**config.mk**
```make
export PLATFORM = sky130hd
export DESIGN_NAME = bht_update_scheduler
export DESIGN_NICKNAME = d
export VERILOG_FILES = /design/src/rtl/bht_update_scheduler.sv
export SDC_FILE = /design/constraint.sdc
export NUM_CORES = 1
export LEC_CHECK = 0
export BUFFER_PORTS_ARGS = -buffer_cell sky130_fd_sc_hd__buf_2
export CAP_MARGIN = 15
export CORE_MARGIN = 1.5
export CORE_UTILIZATION = 33
export CTS_BUF_LIST = sky130_fd_sc_hd__clkbuf_8
export CTS_CLUSTER_DIAMETER = 40
export DETAILED_ROUTE_END_ITERATION = 6
export PLACE_DENSITY = 0.47
export SETUP_SLACK_MARGIN = 0.1
export SYNTH_ARGS = -nofsm -noshare
export SYNTH_HDL_FRONTEND = slang
export SYNTH_SLANG_ARGS = --single-unit
```
**constraint.sdc**
```tcl
create_clock -name clk -period 9.05 [get_ports clk]
set_input_delay 1.3575 -clock clk [delete_from_list [all_inputs] [get_ports clk]]
set_output_delay 1.3575 -clock clk [all_outputs]
set_load 0.1 [all_outputs]
```
**src/rtl/bht_update_scheduler.sv**
```systemverilog
// rtl/bht_update_scheduler.sv - 2-bit counter BHT with single access slot shared by fetch lookups and queued outcome updates
module bht_update_scheduler #(
  parameter int XLEN       = 32,
  parameter int INDEX_BITS = 6,
  parameter int FIFO_DEPTH = 4
) (
  input  logic            clk,
  input  logic            reset_n,
  input  logic            clear_table,
  input  logic            lookup_valid,
  input  logic [XLEN-1:0] lookup_pc,
  output logic            lookup_ready,
  output logic            predict_valid,
  output logic            predict_taken,
  input  logic            update_valid,
  input  logic [XLEN-1:0] update_pc,
  input  logic            update_taken,
  output logic            update_ready,
  output logic            init_busy
);

  localparam int               ENTRIES  = 1 << INDEX_BITS;
  localparam int               PW       = $clog2(FIFO_DEPTH);
  localparam logic [PW:0]      CNT_FULL = (PW+1)'(FIFO_DEPTH);
  localparam logic [0:0]       ST_INIT  = 1'b0;
  localparam logic [0:0]       ST_RUN   = 1'b1;

  logic [0:0]            r_state;
  logic [INDEX_BITS-1:0] r_init_idx;
  logic [1:0]            r_table [ENTRIES];
  logic [INDEX_BITS-1:0] r_fifo_idx [FIFO_DEPTH];
  logic                  r_fifo_taken [FIFO_DEPTH];
  logic [PW-1:0]         r_wr_ptr;
  logic [PW-1:0]         r_rd_ptr;
  logic [PW:0]           r_count;
  logic                  r_predict_valid;
  logic                  r_predict_taken;

  logic                  w_run;
  logic                  w_full;
  logic                  w_empty;
  logic                  w_lookup_fire;
  logic                  w_enq;
  logic                  w_deq;
  logic [INDEX_BITS-1:0] w_lookup_idx;
  logic [INDEX_BITS-1:0] w_update_idx;
  logic [INDEX_BITS-1:0] w_head_idx;
  logic                  w_head_taken;
  logic [1:0]            w_head_ctr;
  logic [1:0]            w_head_next;
  logic                  w_tbl_we;
  logic [INDEX_BITS-1:0] w_tbl_widx;
  logic [1:0]            w_tbl_wdata;
  logic                  w_unused_pc_bits;

  assign w_lookup_idx     = lookup_pc[INDEX_BITS+1:2];
  assign w_update_idx     = update_pc[INDEX_BITS+1:2];
  assign w_unused_pc_bits = ^{lookup_pc[XLEN-1:INDEX_BITS+2], lookup_pc[1:0],
                              update_pc[XLEN-1:INDEX_BITS+2], update_pc[1:0]};

  assign w_run   = (r_state == ST_RUN);
  assign w_full  = (r_count == CNT_FULL);
  assign w_empty = (r_count == '0);

  // A full queue takes the slot from fetch so that updates can never starve.
  assign lookup_ready  = w_run && !w_full && !clear_table;
  assign update_ready  = w_run && !w_full && !clear_table;
  assign w_lookup_fire = lookup_valid && lookup_ready;
  assign w_enq         = update_valid && update_ready;
  assign w_deq         = w_run && !clear_table && !w_empty && (w_full || !lookup_valid);

  assign w_head_idx   = r_fifo_idx[r_rd_ptr];
  assign w_head_taken = r_fifo_taken[r_rd_ptr];
  assign w_head_ctr   = r_table[w_head_idx];

  always_comb begin
    w_head_next = w_head_ctr;
    if (w_head_taken) begin
      if (w_head_ctr != 2'b11) w_head_next = w_head_ctr + 2'b01;
    end else begin
      if (w_head_ctr != 2'b00) w_head_next = w_head_ctr - 2'b01;
    end
  end

  always_comb begin
    w_tbl_we    = 1'b0;
    w_tbl_widx  = w_head_idx;
    w_tbl_wdata = w_head_next;
    if (!w_run && !clear_table) begin
      w_tbl_we    = 1'b1;
      w_tbl_widx  = r_init_idx;
      w_tbl_wdata = 2'b01;
    end else if (w_deq) begin
      w_tbl_we = 1'b1;
    end
  end

  always_ff @(posedge clk) begin
    if (w_tbl_we) r_table[w_tbl_widx] <= w_tbl_wdata;
    if (w_enq) begin
      r_fifo_idx[r_wr_ptr]   <= w_update_idx;
      r_fifo_taken[r_wr_ptr] <= update_taken;
    end
  end

  always_ff @(posedge clk or negedge reset_n) begin
    if (!reset_n) begin
      r_state    <= ST_INIT;
      r_init_idx <= '0;
    end else if (clear_table) begin
      r_state    <= ST_INIT;
      r_init_idx <= '0;
    end else if (!w_run) begin
      r_init_idx <= r_init_idx + 1'b1;
      if (r_init_idx == INDEX_BITS'(ENTRIES - 1)) r_state <= ST_RUN;
    end
  end

  always_ff @(posedge clk or negedge reset_n) begin
    if (!reset_n) begin
      r_wr_ptr <= '0;
      r_rd_ptr <= '0;
      r_count  <= '0;
    end else if (clear_table) begin
      r_wr_ptr <= '0;
      r_rd_ptr <= '0;
      r_count  <= '0;
    end else begin
      if (w_enq) r_wr_ptr <= r_wr_ptr + 1'b1;
      if (w_deq) r_rd_ptr <= r_rd_ptr + 1'b1;
      case ({w_enq, w_deq})
        2'b10:   r_count <= r_count + 1'b1;
        2'b01:   r_count <= r_count - 1'b1;
        default: r_count <= r_count;
      endcase
    end
  end

  always_ff @(posedge clk or negedge reset_n) begin
    if (!reset_n) begin
      r_predict_valid <= 1'b0;
      r_predict_taken <= 1'b0;
    end else begin
      r_predict_valid <= w_lookup_fire;
      r_predict_taken <= w_lookup_fire ? r_table[w_lookup_idx][1] : 1'b0;
    end
  end

  assign predict_valid = r_predict_valid;
  assign predict_taken = r_predict_taken;
  assign init_busy     = !w_run;

endmodule

```
==> run summary <==
# setup viols final = 0
Syn Nets = 627
Delay-heaviest family, CP = multiplexers
Yosys Warn Count = 0
RSZ-0062 raised after global routing = false
VDD IR max = 90.9 uV
Required time of the critical path = 9.32 ns
Antenna viol nets, final = 0
Mapped Cells = 551
Routed wire length = 19200 um
Share of the clock period used by the worst path = 56.2%
First DRT Iteration DRCs = 301
GPL Wtd Cong = 0.800
Worst-path cell chain = mux4_4, buf_4, mux2i_1, mux2i_1, a22oi_1, or4b_2, a21oi_1, nor3_1, a22oi_2, buf_4
Leak pwr = 3.02 nW
Final Hold Fails = 0
Post-route setup TNS = 0 ns
Synth unique cells = 47
Antenna diode count = 0
Full die area = 0.0253 mm^2
Post-DR vias/cell = 5.14
Site Rows = 56
Clk Latency, worst-skew pair = 0.46 ns
Post-DP HPWL = 12800 um
Clk sinks = 172
Slowest cell on crit path = mux4_4
Run status = complete, no violations
First-pass GRT wire length = 29200 um
Maxcap violations = 0
Core area = 0.0237 mm^2
All-Layer GR Usage = 15.8%
Mapped cell area = 0.00802 mm^2
Worst-path clk slew = 0.09 ns
Hold WC Path Type = reg -> reg
Max-slew headroom = 40.8%
Main synth FF type = edfxtp_1
Seq/Total Area, Yosys = 63.4%
Worst Tran Pin Value = 0.888 ns
Worst-path maximum fanout = 39
Post-CTS setup buffer count = 0
Total grt overflow = 0
Routed len/inst = 21.3 um
Largest net degree at the start of global routing = 48
PortBufs = 22
Initial antenna violation count = 0
Worst EP arrival = 5.35 ns
Vias in the first global route = 4734
# IOs = 75
Max clock buf depth = 2
TritonCTS clock tree = yes
M2 GR Usage = 25.4%
Die W = 159 um
Setup CP Type = reg -> reg
Fmax = 197 MHz
Minimum clock period = 5.08 ns
Mean Syn Cell Area = 14.6 um^2
Startpoint Class = flip-flop
Global routing's busiest layer = met2
Worst Skew = 0.0164 ns
Post-CTS Hold Buffers = 0
Initial core utilization = 33.9%
PD cells = 166 mW/mm^2
H-tree lvl count = 4
Number of flops mapped to enable cells by yosys = 156
Num CTS Buffers = 17
Met1 usage = 21.8%
Max incr delay on CP = 0.99 ns
DRT Pass-1 Iters = 7
Root Buffer = clkbuf_8
PostCTS Resize Cnt = 0
Area Growth Syn to Fin = 10.4%
Vias = 4649
Die span in y = 159 um
M3 GR Usage = 3.05%
Final max-slew violation count = 0
Power, Total = 1.47 mW
Async S/R FF share, synth = 9.30%
Share of cells above drive strength 1 = 18.8%
Bufs and invs on worst path = 2
Final Net Count = 648
Worst Setup End Kind = flip-flop
DRC viols = 0
Seq cells post-synth = 172
registers in the layout, summed over array words and instances (netlist names):
name,cells
r_state,1
r_wr_ptr,2
predict_valid,1
predict_taken,1
r_count,3
r_fifo_taken,4
r_init_idx,6
r_rd_ptr,2
r_table,128
r_fifo_idx,24
metrics by stage:
| step | worst slack, ns | cells | hold slack [ns] | util, % | area, um^2 |
|---|---|---|---|---|---|
| after floorplan | 3.03 | 551 | 0.486 | - | 8020 |
| final | 3.97 | 904 | 0.533 | 37.4 | 8860 |
| after global routing | 3.62 | 904 | 0.558 | 37.4 | 8860 |
| after CTS | 3.84 | 904 | 0.534 | 37.4 | 8860 |
| after detailed placement | 3.87 | 872 | 0.521 | 35.8 | 8470 |
| after global placement | 3.87 | 872 | 0.515 | 35.8 | 8470 |
synth_stat cells (2+ instances only):
cell | count | area [um^2]
nand2_1 | 29 | 109
mux2i_1 | 59 | 591
or2_2 | 2 | 12.5
a211oi_1 | 8 | 60.1
clkbuf_1 | 11 | 41.3
nor2_1 | 90 | 338
and3_1 | 6 | 37.5
a2111oi_0 | 4 | 35.0
mux2_2 | 13 | 146
o311ai_0 | 2 | 17.5
inv_1 | 6 | 22.5
mux4_1 | 2 | 52.6
buf_2 | 10 | 50.1
a21oi_1 | 8 | 40.0
o211ai_1 | 7 | 52.6
xnor2_1 | 5 | 43.8
dfrtp_1 | 16 | 400
nor2b_1 | 11 | 68.8
xor2_1 | 2 | 17.5
a211o_1 | 2 | 17.5
o22ai_1 | 4 | 25.0
and2b_1 | 2 | 15.0
a21o_1 | 2 | 15.0
ha_1 | 5 | 62.6
nand2b_1 | 4 | 25.0
a22oi_1 | 9 | 67.6
a221oi_1 | 2 | 17.5
edfxtp_1 | 156 | 4680
buf_6 | 3 | 33.8
nand3_1 | 9 | 45.0
and2_1 | 6 | 37.5
o21ai_0 | 7 | 35.0
nor3_1 | 5 | 25.0
buf_1 | 2 | 7.51
mux4_2 | 29 | 653
or3_1 | 2 | 12.5
path summary, 6_finish.rpt:
kind / end / from / slack (ns) / depth (start not counted)
min in group asynchronous: r_wr_ptr[1] / reset_n / 0.80 / 1
setup / recovery: r_table[20][0] / r_rd_ptr[0] / 3.97 / 10
max in group asynchronous: r_init_idx[2] / reset_n / 7.97 / 1
setup reg to reg: r_table[20][0] / r_rd_ptr[0] / 3.97 / 10
hold / removal: r_count[2] / r_count[2] / 0.53 / 1
hold reg to reg: r_count[2] / r_count[2] / 0.53 / 1
layer usage:
| metal | part of all wire [%] | routed length [um] | vias up |
|---|---|---|---|
| li1 | - | - | 2161 |
| met1 | 47 | 8950 | 2374 |
| met2 | 48 | 9160 | 102 |
| met3 | 4.7 | 901 | 12 |
| met4 | 1.1 | 220 | 0 |
| met5 | 0 | 0 | - |
layout make-up:
cell class | count | area, um^2
Tap cell | 319 | 399
Clock buffer | 17 | 234
Fill cell | 2295 | 14800
Multi-Input combinational cell | 346 | 2800
Inverter | 6 | 22.5
Sequential cell | 172 | 5080
Clock inverter | 15 | 160
Timing Repair Buffer | 29 | 163
power breakdown:
group / switching [mW] / internal, mW / leakage [nW]
clock network: 0.295 / 0.251 / 0.209
registers: 0.00224 / 0.864 / 1.63
logic: 0.0381 / 0.0204 / 1.19
logic make-up (layout without fill, tap and decap cells):
family	after synthesis	count (layout)	synth area share (%)
AOI/OAI and AO/OA	61	61	5.47
xor gates and xnor gates	7	7	0.764
adders and majority gates	6	6	1.03
buffers and inverters	33	67	2.03
DFF	172	172	63.4
muxes	103	103	18.0
and+or+nand+nor	169	169	9.36
cell usage in the layout, fill, tap and decap left out, types with 3 or more instances in the layout:
cell type / Yosys / layout
clkbuf_8: 0 / 17
nor2_1: 90 / 90
a21oi_1: 8 / 8
o211ai_1: 7 / 7
a2111oi_0: 4 / 4
nand2_1: 29 / 29
nor3_1: 5 / 5
o21ai_0: 7 / 7
a22oi_1: 9 / 8
o22ai_1: 4 / 3
edfxtp_1: 156 / 156
buf_2: 10 / 22
ha_1: 5 / 5
clkinv_2: 0 / 3
and2_1: 6 / 6
and3_1: 6 / 6
nand2b_1: 4 / 4
a211oi_1: 8 / 8
xnor2_1: 5 / 5
mux4_2: 29 / 28
nor2b_1: 11 / 11
nand3_1: 9 / 9
inv_6: 0 / 6
inv_1: 6 / 7
mux2i_1: 59 / 59
mux2_2: 13 / 13
buf_4: 1 / 7
dfrtp_1: 16 / 16
No activity file was read; power rests on OpenSTA's default activity.
